<file path="src/rtl/fetch_stage.sv">
// Instruction fetch stage: owns the PC, issues one word fetch at a time on a
// req/gnt/rvalid bus and hands registered instructions to decode.
//
//  state  | meaning
//  S_REQ  | request pending on the bus (suppressed while the hold buffer is full)
//  S_WAIT | granted request outstanding, waiting for rvalid
//  S_DROP | outstanding request is wrong-path after a jal; discard its data
module fetch_stage #(
   parameter logic [31:0] RESET_PC = 32'h0000_0000,
   parameter int          ADDR_W   = 32
) (
   input  logic              clk,
   input  logic              rst_n,
   output logic              imem_req,
   output logic [ADDR_W-1:0] imem_addr,
   input  logic              imem_gnt,
   input  logic              imem_rvalid,
   input  logic [31:0]       imem_rdata,
   output logic              id_valid,
   input  logic              id_ready,
   output logic [31:0]       id_instr,
   output logic [5:0]        id_opcode,
   output logic [5:0]        id_func,
   output logic [ADDR_W-1:0] id_pc_plus4,
   input  logic              redirect,
   input  logic [25:0]       redirect_target
);

   typedef enum logic [1:0] {S_REQ, S_WAIT, S_DROP} state_t;

   state_t            state_q, state_d;
   logic [ADDR_W-1:0] pc_q, pc_d;
   logic [ADDR_W-1:0] req_pc_q, req_pc_d;
   logic              or_valid_q, or_valid_d;
   logic [31:0]       or_instr_q, or_instr_d;
   logic [ADDR_W-1:0] or_pc4_q, or_pc4_d;
   logic              hb_valid_q, hb_valid_d;
   logic [31:0]       hb_instr_q, hb_instr_d;
   logic [ADDR_W-1:0] hb_pc4_q, hb_pc4_d;

   logic consume, redir, req_fire;

   // Request is forced low during reset so the bus sees nothing until release.
   assign imem_req    = rst_n & (state_q == S_REQ) & ~hb_valid_q;
   assign imem_addr   = pc_q;
   assign id_valid    = or_valid_q;
   assign id_instr    = or_instr_q;
   assign id_opcode   = or_instr_q[31:26];
   assign id_func     = or_instr_q[5:0];
   assign id_pc_plus4 = or_pc4_q;

   always_comb begin
      state_d    = state_q;
      pc_d       = pc_q;
      req_pc_d   = req_pc_q;
      or_valid_d = or_valid_q;
      or_instr_d = or_instr_q;
      or_pc4_d   = or_pc4_q;
      hb_valid_d = hb_valid_q;
      hb_instr_d = hb_instr_q;
      hb_pc4_d   = hb_pc4_q;

      consume  = or_valid_q & id_ready;
      redir    = consume & redirect;
      req_fire = imem_req & imem_gnt;

      if (consume) begin
         if (hb_valid_q) begin
            or_instr_d = hb_instr_q;
            or_pc4_d   = hb_pc4_q;
            hb_valid_d = 1'b0;
         end else begin
            or_valid_d = 1'b0;
         end
      end

      case (state_q)
         S_REQ: begin
            if (req_fire) begin
               req_pc_d = pc_q;
               pc_d     = pc_q + ADDR_W'(4);
               state_d  = redir ? S_DROP : S_WAIT;
            end
         end
         S_WAIT: begin
            if (imem_rvalid) begin
               state_d = S_REQ;
               // The hold buffer is always empty here: it only fills on the
               // way back to S_REQ, which then stalls until it drains.
               if (!redir) begin
                  if (!or_valid_q || consume) begin
                     or_valid_d = 1'b1;
                     or_instr_d = imem_rdata;
                     or_pc4_d   = req_pc_q + ADDR_W'(4);
                  end else begin
                     hb_valid_d = 1'b1;
                     hb_instr_d = imem_rdata;
                     hb_pc4_d   = req_pc_q + ADDR_W'(4);
                  end
               end
            end else if (redir) begin
               state_d = S_DROP;
            end
         end
         S_DROP: begin
            if (imem_rvalid) state_d = S_REQ;
         end
         default: state_d = S_REQ;
      endcase

      if (redir) begin
         pc_d       = {or_pc4_q[ADDR_W-1:ADDR_W-4], redirect_target, 2'b00};
         or_valid_d = 1'b0;
         hb_valid_d = 1'b0;
      end
   end

   always_ff @(posedge clk or negedge rst_n) begin
      if (!rst_n) begin
         state_q    <= S_REQ;
         pc_q       <= RESET_PC;
         req_pc_q   <= '0;
         or_valid_q <= 1'b0;
         or_instr_q <= '0;
         or_pc4_q   <= '0;
         hb_valid_q <= 1'b0;
         hb_instr_q <= '0;
         hb_pc4_q   <= '0;
      end else begin
         state_q    <= state_d;
         pc_q       <= pc_d;
         req_pc_q   <= req_pc_d;
         or_valid_q <= or_valid_d;
         or_instr_q <= or_instr_d;
         or_pc4_q   <= or_pc4_d;
         hb_valid_q <= hb_valid_d;
         hb_instr_q <= hb_instr_d;
         hb_pc4_q   <= hb_pc4_d;
      end
   end

endmodule
</file>
<file path="config.mk">
export PLATFORM = sky130hd
export DESIGN_NAME = fetch_stage
export DESIGN_NICKNAME = d
export VERILOG_FILES = /design/src/rtl/fetch_stage.sv
export SDC_FILE = /design/constraint.sdc
export NUM_CORES = 1
export LEC_CHECK = 0
export ABC_AREA = 1
export BUFFER_PORTS_ARGS = -buffer_cell sky130_fd_sc_hd__buf_2
export CAP_MARGIN = 20
export CORE_ASPECT_RATIO = 2
export CORE_MARGIN = 8
export CORE_UTILIZATION = 53
export CTS_BUF_LIST = sky130_fd_sc_hd__clkbuf_8
export DETAILED_ROUTE_END_ITERATION = 12
export GPL_ROUTABILITY_DRIVEN = 0
export GPL_TIMING_DRIVEN = 0
export PLACE_DENSITY = 0.86
export SYNTH_ARGS = -nofsm -noshare
export SYNTH_HDL_FRONTEND = slang
export SYNTH_SLANG_ARGS = --single-unit
</file>
<file path="constraint.sdc">
create_clock -name clk -period 1.55 [get_ports clk]
set_input_delay 0.3875 -clock clk [delete_from_list [all_inputs] [get_ports clk]]
set_output_delay 0.3875 -clock clk [all_outputs]
set_load 0.03 [all_outputs]
</file>
==> results.yml <==
route:
  first_pass_iters: 7
  drt_iter0_drc: 1277
  drt-wirelength-per-cell_um: 18.5
  ant_nets: 0
  wl_met2_um: 16700
  dr.max_layer_used: "met4"
  drt-met1-wl_um: 12300
  drt_wl_total_um: 34300
  vias_per_cell: 5.71
  wl_met3_um: 3210
  drc: 0
  vias: 10600
clock_network:
  cts-root-buf: "clkbuf_8"
  cts.sinks: 190
  htreeDepth: 4
  cts_buffer_depth: 2
  clk_latency_ns: 0.50
  cts_tree: "built"
  cts_buffers: 17
  clk_pin_slew_worst_paths_ns: 0.11
finish:
  diodes: 0
  drive_above_1_share: 0.284
  nets: 1686
  utilization: 0.708
  fin_cells: 1852
  final_cell_mix: "nand2_1, dfrtp_1, buf_2, nand3_1, nor2_1"
  final_common_cell: "nand2_1"
  synthToLayoutAreaGrowth_pct: 32.7
  fillers: 1316
floorplan:
  start_util: 0.534
  core_um2: 18600
  rows: 71
  die_h_um: 209
  die_w_um: 113
  dieArea_um2: 23600
  pin_count: 174
outcome:
  status: "finished with violations"
  violations: "setup timing"
setup_path:
  regToRegStartpoint: "imem_addr[4]"
  critPathLaunchType: "flip-flop"
  r2r_end: "imem_addr[31]"
  required_ns: 1.16
  reg2reg_depth: 10
  critPathKind: "flip-flop to output port"
  ff2ff_setup_slack_ns: -0.19
  cp.arrival_ns: 1.41
  cp-end-kind: "output port"
  crit_path_end: "imem_req"
  startpoint: "state_q[0]"
  worstPathMaxFanout: 6
sta:
  relSlewSlack: 0.640
  finalHoldViolCount: 0
  tightest_slew_ns: 0.540
  setup_ws_ns: -0.250
  setup_violations: 162
  rsz0062_at_grt: "yes"
  drv_slew: 0
  max_freq_mhz: 556
  timing.final.crit_share: 1.16
  finalSetupTns_ns: -12.43
  fin_skew_ns: 0.0162
  period_minus_slack_ns: 1.80
logic_synthesis:
  yosys.cell_types.count: 31
  avgSynthCellArea_um2: 7.19
  syn-cell-area_um2: 9910
  yosys_register_bits: 190
  postSynthCellCount: 1377
  yosysWarnings: 0
  ys_seq_area_frac: 0.480
global_route:
  grt_first_pass_wirelength_um: 48600
  gr-total-overflow: 0
  antenna_found_initial: 0
  grt_max_degree: 64
  grtUsageTotal: 0.260
  grt_pass1_vias: 9607
pwr:
  power.density_nw_per_um2: 1930
  leakage_nw: 6.54
  ir_drop_mv: 1.31
placement:
  port_buffers: 171
  hpwl_um: 21200
  dp_cells: 1769
run:
  cap_violations: 0
hold_path:
  hp-class: "input port to async pin"
-- how the worst min path moves through the flow --
stage                                end  slack [ns]  depth (start not counted)
final                       hb_pc4_q[31]        0.02                          2
after global routing        hb_pc4_q[31]        0.03                          2
after global placement    hb_instr_q[29]        0.45                          2
after floorplan            hb_instr_q[0]        0.09                          0
after CTS                    hb_pc4_q[9]        0.02                          2
after detailed placement   imem_addr[11]        0.37                          1
-- layout make-up --
| cell class | instances | area [µm²] | area share |
|---|---|---|---|
| repair buffers | 235 | 1850 | 0.140 |
| clock inverters | 13 | 115 | 0.00876 |
| well taps | 219 | 274 | 0.0208 |
| flip-flops and latches | 190 | 4790 | 0.364 |
| inverters | 86 | 340 | 0.0259 |
| multi-input cells | 1028 | 4920 | 0.374 |
| clock buffers | 19 | 262 | 0.0199 |
| plain buffers | 62 | 603 | 0.0459 |
-- through the flow --
step                      setup slack [ns]  power, mW  instance area, µm²  hold WS [ns]
after floorplan                   0.000445       15.9                9930        0.0919
final                               -0.250       25.3               13100        0.0213
after CTS                           -0.294       23.6               12200        0.0204
after detailed placement             -1.21       19.3               11100         0.369
after global routing                -0.323       26.7               13100        0.0268
after global placement               -3.80       19.1               11100         0.454
-- per-layer routing --
metal  global-route usage  up-vias
met5                    0        -
met2                0.425      681
li1                     -     4790
met3               0.0533      197
met1                0.313     4905
met4                0.147        0
-- cells in the mapped netlist (all sizes together) --
cell type | number | area (µm²)
ha | 2 | 25.0
nor4 | 1 | 6.26
nor3 | 1 | 5.00
o21ai | 62 | 310
o31ai | 1 | 7.51
dfrtp | 190 | 4750
nor2 | 141 | 574
buf | 56 | 368
inv | 86 | 323
clkbuf | 18 | 67.6
o21a | 1 | 7.51
nand2 | 640 | 2410
xnor2 | 7 | 61.3
a31oi | 37 | 231
o21bai | 2 | 15.0
a21oi | 5 | 25.0
nand3 | 106 | 548
xor2 | 14 | 123
o211ai | 5 | 37.5
conb | 1 | 3.75
and3 | 1 | 6.26
-- state kept, by name (all words and copies together) (netlist names) --
register and flops:
id_instr 32, state_q 2, hb_instr_q 32, hb_pc4_q 30
id_pc_plus4 32, id_valid 1, hb_valid_q 1, imem_addr 30
req_pc_q 30
-- timing repair --
item	CTS	global route
endpoints found under the hold margin	96	0
endpoints found under the setup margin	172	204
pin swaps	5	13
hold buffers	6	0
gates cloned	5	8
resized for setup	130	219
buffers inserted	25	19
-- cells by family after synthesis --
group,after synthesis,share of synthesized area
other,1,0.000379
and+or+nand+nor,890,0.358
xor gates and xnor gates,21,0.0186
DFF,190,0.480
AOI/OAI and AO/OA,113,0.0640
adders and majority gates,2,0.00253
buffers and inverters,160,0.0765
-- power by group --
group	leakage (nW)	internal, mW	total, mW	switching, mW
combinational	3.99	4.72	12.8	8.05
sequential	2.36	7.18	9.32	2.14
clock	0.184	1.36	3.25	1.89
total	6.54	13.3	25.3	12.1
-- worst max-delay path, stage by stage, from the launching register on --
cell and delay [ns]:
dfrtp_2 0.47, nor4_4 0.28, buf_6 0.17
(Power assumes the default switching activity.)
